==> src/rtl/rr_req_arbiter8_pkg.sv <==
// Shared constants, FSM encoding and the one-hot-to-index helper for the 8-way round-robin arbiter.
// Latency: n/a (package only).
// Backpressure: n/a (package only).
package rr_req_arbiter8_pkg;

    localparam int N_REQ = 8;
    localparam int PTR_W = 3;

    localparam logic [0:0] ST_IDLE  = 1'b0;
    localparam logic [0:0] ST_GRANT = 1'b1;

    // Index of the hot bit; the OR-reduction form maps straight onto an 8-to-3 encoder.
    function automatic logic [PTR_W-1:0] onehot_to_idx(input logic [N_REQ-1:0] oh);
        logic [PTR_W-1:0] idx;
        idx = '0;
        for (int i = 0; i < N_REQ; i++) begin
            if (oh[i]) begin
                idx = idx | PTR_W'(i);
            end
        end
        return idx;
    endfunction

endpackage

==> src/rtl/rr_req_arbiter8_pick8.sv <==
// Circular first-one finder: lowest set req bit at or after ptr, wrapping mod 8.
// Latency: purely combinational, zero cycles.
// Backpressure: none; outputs follow inputs every cycle.
module rr_pick8
    import rr_req_arbiter8_pkg::*;
(
    input  logic [N_REQ-1:0] req,
    input  logic [PTR_W-1:0] ptr,
    output logic [N_REQ-1:0] sel_onehot,
    output logic [PTR_W-1:0] sel_idx,
    output logic             any
);

    // Scan from the far end back towards ptr so the nearest set bit wins.
    always_comb begin
        sel_idx = ptr;
        any     = 1'b0;
        for (int i = N_REQ - 1; i >= 0; i--) begin
            if (req[ptr + PTR_W'(i)]) begin
                sel_idx = ptr + PTR_W'(i);
                any     = 1'b1;
            end
        end
        sel_onehot = any ? (N_REQ'(1) << sel_idx) : '0;
    end

endmodule

==> src/rtl/rr_req_arbiter8.sv <==
// Round-robin arbiter for 8 requesters with a registered, strictly one-hot grant and a hold timeout.
// Latency: req sampled at one edge gives gnt on the next edge; one all-zero cycle between grants.
// Backpressure: holder frees the grant via rel, by dropping its req, or by timeout (tmo pulse).
module rr_req_arbiter8
    import rr_req_arbiter8_pkg::*;
#(
    parameter  int N        = 8,
    parameter  int MAX_HOLD = 16,
    localparam int CW       = (MAX_HOLD > 0) ? $clog2(MAX_HOLD + 1) : 1
) (
    input  logic         clk,
    input  logic         rst_n,
    input  logic [N-1:0] req,
    input  logic         rel,
    output logic [N-1:0] gnt,
    output logic         gnt_vld,
    output logic         tmo
);

    localparam logic [CW-1:0] HOLD_LAST = (MAX_HOLD > 0) ? CW'(MAX_HOLD - 1) : '0;

    logic [0:0]       state;
    logic [PTR_W-1:0] ptr;
    logic [CW-1:0]    hold_cnt;

    logic [N_REQ-1:0] pick_oh;
    logic [PTR_W-1:0] pick_idx;
    logic             pick_any;

    logic [PTR_W-1:0] gnt_idx;
    logic             holder_req;
    logic             hold_expired;
    logic             grant_exit;
    logic             unused_pick;

    rr_pick8 u_pick (
        .req        (req),
        .ptr        (ptr),
        .sel_onehot (pick_oh),
        .sel_idx    (pick_idx),
        .any        (pick_any)
    );

    // The finder's index output serves other arbiters; here the one-hot form is registered directly.
    assign unused_pick = ^pick_idx;

    assign gnt_vld = |gnt;

    // Exit decode for the current holder; timeout only counts when enabled.
    always_comb begin
        gnt_idx      = onehot_to_idx(gnt);
        holder_req   = |(req & gnt);
        hold_expired = (MAX_HOLD != 0) && (hold_cnt == HOLD_LAST);
        grant_exit   = rel || !holder_req || hold_expired;
    end

    // Grant FSM: pick in IDLE, hold in GRANT, clear for one dead cycle on any exit.
    always_ff @(posedge clk or negedge rst_n) begin
        if (!rst_n) begin
            state    <= ST_IDLE;
            gnt      <= '0;
            ptr      <= '0;
            hold_cnt <= '0;
            tmo      <= 1'b0;
        end else begin
            tmo <= 1'b0;
            if (state == ST_IDLE) begin
                if (pick_any) begin
                    gnt      <= pick_oh;
                    hold_cnt <= '0;
                    state    <= ST_GRANT;
                end
            end else begin
                if (grant_exit) begin
                    gnt   <= '0;
                    ptr   <= gnt_idx + PTR_W'(1);
                    state <= ST_IDLE;
                    // Flag a timeout only when nothing else would have ended the grant.
                    tmo   <= hold_expired && !rel && holder_req;
                end else if (hold_cnt != '1) begin
                    hold_cnt <= hold_cnt + CW'(1);
                end
            end
        end
    end

endmodule

==> config.mk <==
export PLATFORM = sky130hd
export DESIGN_NAME = rr_req_arbiter8
export DESIGN_NICKNAME = d
export VERILOG_FILES = /design/src/rtl/rr_req_arbiter8_pkg.sv /design/src/rtl/rr_req_arbiter8_pick8.sv /design/src/rtl/rr_req_arbiter8.sv
export SDC_FILE = /design/constraint.sdc
export NUM_CORES = 1
export LEC_CHECK = 0
export ABC_AREA = 1
export CAP_MARGIN = 20
export CORE_MARGIN = 2
export CORE_UTILIZATION = 50
export CTS_CLUSTER_SIZE = 30
export DETAILED_ROUTE_END_ITERATION = 12
export PLACE_DENSITY = 0.8
export SLEW_MARGIN = 10
export SYNTH_ARGS = -nofsm -noshare
export SYNTH_HDL_FRONTEND = slang
export SYNTH_SLANG_ARGS = --single-unit
export TNS_END_PERCENT = 10
==> constraint.sdc <==
create_clock -name clk -period 2.2 [get_ports clk]
set_clock_uncertainty 0.05 [all_clocks]
set_input_delay 0.66 -clock clk [delete_from_list [all_inputs] [get_ports clk]]
set_output_delay 0.66 -clock clk [all_outputs]
set_load 0.01 [all_outputs]
Yosys cells after proc, flatten, opt, wreduce, memory -nomap -nowiden
Index checks and enable logic that the tools add are counted.
Cells by class
  $add $sub $neg: 9
  shifts and indexed selects: 1
  reductions and logical operators: 12
  bitwise logic cells: 1
  mux-type cells: 51
  $lt $le $gt $ge: 8
  equal/unequal tests: 5
Operators with widths (number)
  3-bit two-way mux: 12
  3-bit by 4-bit less-than comparator with 1-bit output, second input constant: 8
  1-bit binary-select mux with 3-bit select: 8
  8-bit two-way mux: 3
  1-bit two-way mux: 22
  5-bit two-way mux: 4
  8-bit OR reduction: 2
  3-bit adder, second input constant: 4
  8-bit bitwise AND: 1
  1-bit by 3-bit left shift with 8-bit output, first input constant: 1
  3-bit by 1-bit adder with 3-bit output, second input constant: 2
  3-bit by 2-bit adder with 3-bit output, second input constant: 2
  5-bit by 1-bit adder with 5-bit output, second input constant: 1
  5-bit by 4-bit equality test with 1-bit output, second input constant: 1
  5-bit inequality test, second input constant: 1
  2-bit two-way mux: 2
  2-bit by 1-bit inequality test with 1-bit output, second input constant: 2
  2-bit AND reduction: 2
  3-bit AND reduction: 1
  1-bit logical AND: 2
  1-bit zero test: 2
  1-bit logical OR: 2
  2-bit inequality test, second input constant: 1
  2-bit nonzero test: 1
Word-level totals
  output and inout bits: 10
  bits in registers: 18

Longest topological paths before layout
  depth in word-level cells: 14
  depth in mapped cells: 21

Hierarchy
A second synthesis with hierarchy kept.
Second synthesis, totals
  cell total of the unflattened synthesis: 268
  area, all modules: 1778.0 um^2
Modules (own cells, without submodules)
  rr_req_arbiter8: instances 1, cells each 122, area each 963.4 um^2, seq. area each 450.4 um^2
  rr_pick8: instances 1, cells each 146, area each 814.5 um^2, seq. area each 0.0 um^2

Least setup slack after synthesis
OpenSTA, ideal clock, no wires.
  path type: register to register
  from: reg ptr[1]
  to: reg hold_cnt[0]
  path slack: -0.010 ns
  cell stages (with the launch flop): 14
  path buffers: 2
  arrival time: 2.041 ns
  cells stage by stage: dfrtp_1 -> buf_6 -> clkinv_4 -> ha_1 -> buf_2 -> inv_1 -> nand3_1 -> nand3_1 -> nand2_2 -> nor3_2 -> nand4_2 -> nand2_4 -> nand2_4 -> o21a_1
On the way
  word-level cells in the longest chain between the ends: 13
  elaborated cells on any way between the ends: 33
  those cells by class: add/sub (7); mux (24); reduce/logical (2)
Ends and longest elaborated chain
  start, declared: line rr_req_arbiter8.sv:23  | logic [PTR_W-1:0] ptr;
  start signal, assigned: line rr_req_arbiter8.sv:76  | ptr <= gnt_idx + PTR_W'(1);
  3-bit adder: line rr_req_arbiter8_pick8.sv:19  | if (req[ptr + PTR_W'(i)]) begin
  1-bit binary-select mux with 3-bit select: line rr_req_arbiter8_pick8.sv:19
  1-bit two-way mux (not written as such): line rr_req_arbiter8_pick8.sv:19
  1-bit two-way mux (7 in series): line rr_req_arbiter8_pick8.sv:19
  1-bit two-way mux *: line rr_req_arbiter8_pick8.sv:19
  2-bit nonzero test (no source line) *
  3-bit AND reduction (no source line) *
  end signal, assigned: line rr_req_arbiter8.sv:81  | hold_cnt <= hold_cnt + CW'(1);
  end, declared: line rr_req_arbiter8.sv:24  | logic [CW-1:0] hold_cnt;
Every way passes the cells marked *; elsewhere a longest branch is shown, timed or not. The select of a mux whose other input is x is not followed.
A chain may end at the register's enable or synchronous reset.

Final worst setup path
  from: reg ptr[0]
  to: reg gnt[1]
On the way
  word-level cells in the longest chain between the ends: 14
  elaborated cells on any way between the ends: 44
  those cells by class: add/sub (7); shift (1); mux (34); reduce/logical (2)
Ends and longest elaborated chain
  3-bit adder: line rr_req_arbiter8_pick8.sv:19, rr_req_arbiter8_pick8.sv:20
  1-bit binary-select mux with 3-bit select: line rr_req_arbiter8_pick8.sv:19
  1-bit two-way mux (not written as such): line rr_req_arbiter8_pick8.sv:19
  3-bit two-way mux (8 in series): line rr_req_arbiter8_pick8.sv:19
  1-bit by 3-bit left shift with 8-bit output: line rr_req_arbiter8_pick8.sv:24  | sel_onehot = any ? (N_REQ'(1) << sel_idx) : '0;
  8-bit two-way mux: line rr_req_arbiter8.sv:68  | if (pick_any) begin
  8-bit two-way mux: line rr_req_arbiter8.sv:67  | if (state == ST_IDLE) begin
  end signal, assigned: line rr_req_arbiter8.sv:69  | gnt <= pick_oh;
  end, declared: line rr_req_arbiter8.sv:15  | output logic [N-1:0] gnt,
Several ways; a longest one is shown, not always the timed one. The select of a mux whose other input is x is not followed.

==> results.py <==
metrics = {
    "floorplanning": {
        "rows": 20,
        "dieArea_sq_mm": 0.003715,
        "die_y_um": 60.95,
        "core_area_sq_mm": 0.003078,
        "ioPinCount": 21,
        "initial_core_util": 0.5268,
        "die_width_um": 60.95,
    },
    "critical_path": {
        "r2r_slack_ns": -0.06,
        "r2r_start": "ptr[0]",
        "crit_path_end_kind": "flop",
        "rr_worst_depth": 17,
        "arrival_ns": 2.47,
        "reg2reg_to": "gnt[1]",
        "cp.required_ns": 2.42,
        "critPathLaunch": "ptr[0]",
        "crit_type": "flop to flop",
        "endpoint": "gnt[1]",
        "startpoint_type": "flop",
        "crit_fanout": 6,
    },
    "sta": {
        "clock.fmax_mhz": 443.1,
        "rsz0062_at_grt": "true",
        "final.min_clock_period_ns": 2.257,
        "tightest_slew_ns": 0.3999,
        "whs_ns": 0.4982,
        "slew_headroom": 0.7331,
        "setup_ws_ns": -0.05701,
        "finalCritPeriodShare": 1.026,
        "drv_slew": 0,
        "finalSetupViolations": 5,
        "hold_violations": 0,
    },
    "clocking": {
        "clk_latency_ns": 0.32,
        "root_buffer": "clkbuf_4",
        "clock_path_buffers": 2,
        "clkTransAtPathRegs_ns": 0.11,
        "clkSinkCount": 18,
        "cts_hold_buffers": 0,
        "cts_tree": "done",
        "cts_inserted_buffers": 3,
        "htree_levels": 1,
    },
    "run": {
        "maxCapViolations": 0,
    },
    "final_layout": {
        "fin_area_sq_mm": 0.002426,
        "fin_nets": 314,
        "drive_gt1_frac": 0.4155,
        "fin_util": 0.7882,
        "antenna_cells": 0,
        "syn2layout_area_growth_pct": 49.61,
    },
    "logic_synthesis": {
        "ys.flop_type": "dfrtp_1",
        "netlist_instances": 243,
        "synth.most_common_cell": "nand2_1",
        "synthArstFlopShare": 1.000,
        "synth_area_leader_cell": "dfrtp_1",
        "yosysWarningCount": 0,
        "synth_area_leaders": "dfrtp_1 28%, nand2_1 20%, nand3_1 13%",
        "synth_top_area_frac": 0.2778,
        "syn-cell-area_sq_mm": 0.001622,
        "syn_avg_cell_area_sq_um": 6.673,
        "synth_common_cells": "85 x nand2_1, 41 x nand3_1, 18 x dfrtp_1, 15 x inv_1, 14 x nand2_2",
        "synth-seq-cells": 18,
        "synth_edf_count": 0,
        "synth-seq-area-share": 0.2778,
        "yosysUniqueCellTypes": 31,
        "synth_nets": 260,
    },
    "grt": {
        "grt_use_total": 0.2659,
        "antenna_found_initial": 0,
        "grt_overflow": 0,
        "grt_pass1_wl_mm": 7.293,
        "grt_max_degree": 19,
        "grt_pass1_vias": 1722,
    },
    "status": {
        "status": "finished, violations left",
        "failed_checks": "setup timing",
    },
    "route": {
        "dr.pass1.iters": 4,
        "top_layer": "met4",
        "drt-total-wl_mm": 5.170,
        "postRouteAntennaNets": 0,
        "via_per_inst": 5.432,
        "wl_met3_um": 214,
        "via_count": 1847,
        "wl_per_cell_um": 15.21,
        "met2_length_mm": 2.608,
        "post-route-drc-count": 0,
        "drt_first_iter_violations": 103,
        "wl_met1_mm": 2.131,
    },
    "min_path": {
        "hold_path_class": "flop to flop",
    },
    "placed_design": {
        "place_hpwl_mm": 3.389,
        "port_buffers": 20,
        "place.gp.congestion": 0.8455,
        "dpl_cell_area_sq_mm": 0.002072,
    },
}
## cells by family after synthesis
logic type / synth area share
DFF: 0.2778
buffers and inverters: 0.07793
adders and majority gates: 0.04630
xor gates and xnor gates: 0.005402
AOI/OAI and AO/OA: 0.07022
and+or+nand+nor: 0.5154
muxes: 0.006944
## critical path, stage by stage, from the launching register on
cell and delay [ns]:
dfrtp_1 0.43, inv_2 0.11, ha_4 0.25, inv_4 0.11
nand3_2 0.11, nand3_2 0.11, nand2_4 0.08, nor2_1 0.11
nand2_1 0.06, nand2_1 0.05, nand2_1 0.05, nand2_1 0.06
nand2_1 0.08, nand2_2 0.12, nand2_2 0.10, nor2_4 0.16
nand3_2 0.08, nand2_1 0.07
## routing by layer
metal / vias to the layer above / track usage
met1: 869 / 0.3231
met2: 59 / 0.4562
met5: - / 0
li1: 898 / -
met3: 21 / 0.03198
met4: 0 / 0.1460
## cell type report
class | count | area, sq um
clock buffers | 4 | 36.28
fillers | 202 | 651.9
inverters | 25 | 101.3
multi-input cells | 197 | 1315
flip-flops and latches | 18 | 450.4
well taps | 44 | 55.05
repair buffers | 52 | 467.9
## state kept, by name, indices dropped and copies added (netlist names)
| name | flops |
|---|---|
| ptr | 3 |
| hold_cnt | 5 |
| state | 1 |
| tmo | 1 |
| gnt | 8 |
## repair_timing
action                     4_1_cts  5_1_grt
resized for setup                9       60
setup buffers                    0        3
pin swaps                        2       18
setup endpoints to repair       15       18
## cells in the final DEF (no fill, tap or decap), drive strengths merged
cell and instances:
a31oi 1, mux2 1, o21a 1, clkinv 1, o21ai 5, nand2 103
clkdlybuf4s15 1, clkdlybuf4s50 11, nand3b 1, dfrtp 18, nor4 1, or4 1
and3 1, ha 6, a21boi 1, a221oi 2, nand4 1, inv 24
dlymetal6s2s 8, nand3 45, xnor2 1, nor2 17, clkbuf 4, a21oi 7
nor3b 1, nor3 1, buf 32
## through the flow
stage                     setup WS, ns  TNS [ns]  std cells
after floorplan                0.01438         0        243
after global routing           -0.1912    -1.193        340
after detailed placement       -0.4621    -6.253        333
after CTS                     -0.04072   -0.2065        337
final                         -0.05701   -0.1867        340
after global placement         -0.3935    -5.628        333
## how the worst min path moves through the flow
stage                     cells past startpoint           to   startpoint  slack (ns)
after floorplan                               0       gnt[0]        rst_n        0.31
after CTS                                     2  hold_cnt[1]        state        0.50
after global placement                        2  hold_cnt[1]        state        0.47
after detailed placement                      2  hold_cnt[1]  hold_cnt[1]        0.48
after global routing                          2  hold_cnt[1]        state        0.54
final                                         2  hold_cnt[1]        state        0.50
Power is not shown: default switching activity piles up to over one toggle a cycle in this logic, so the estimate is an artifact.
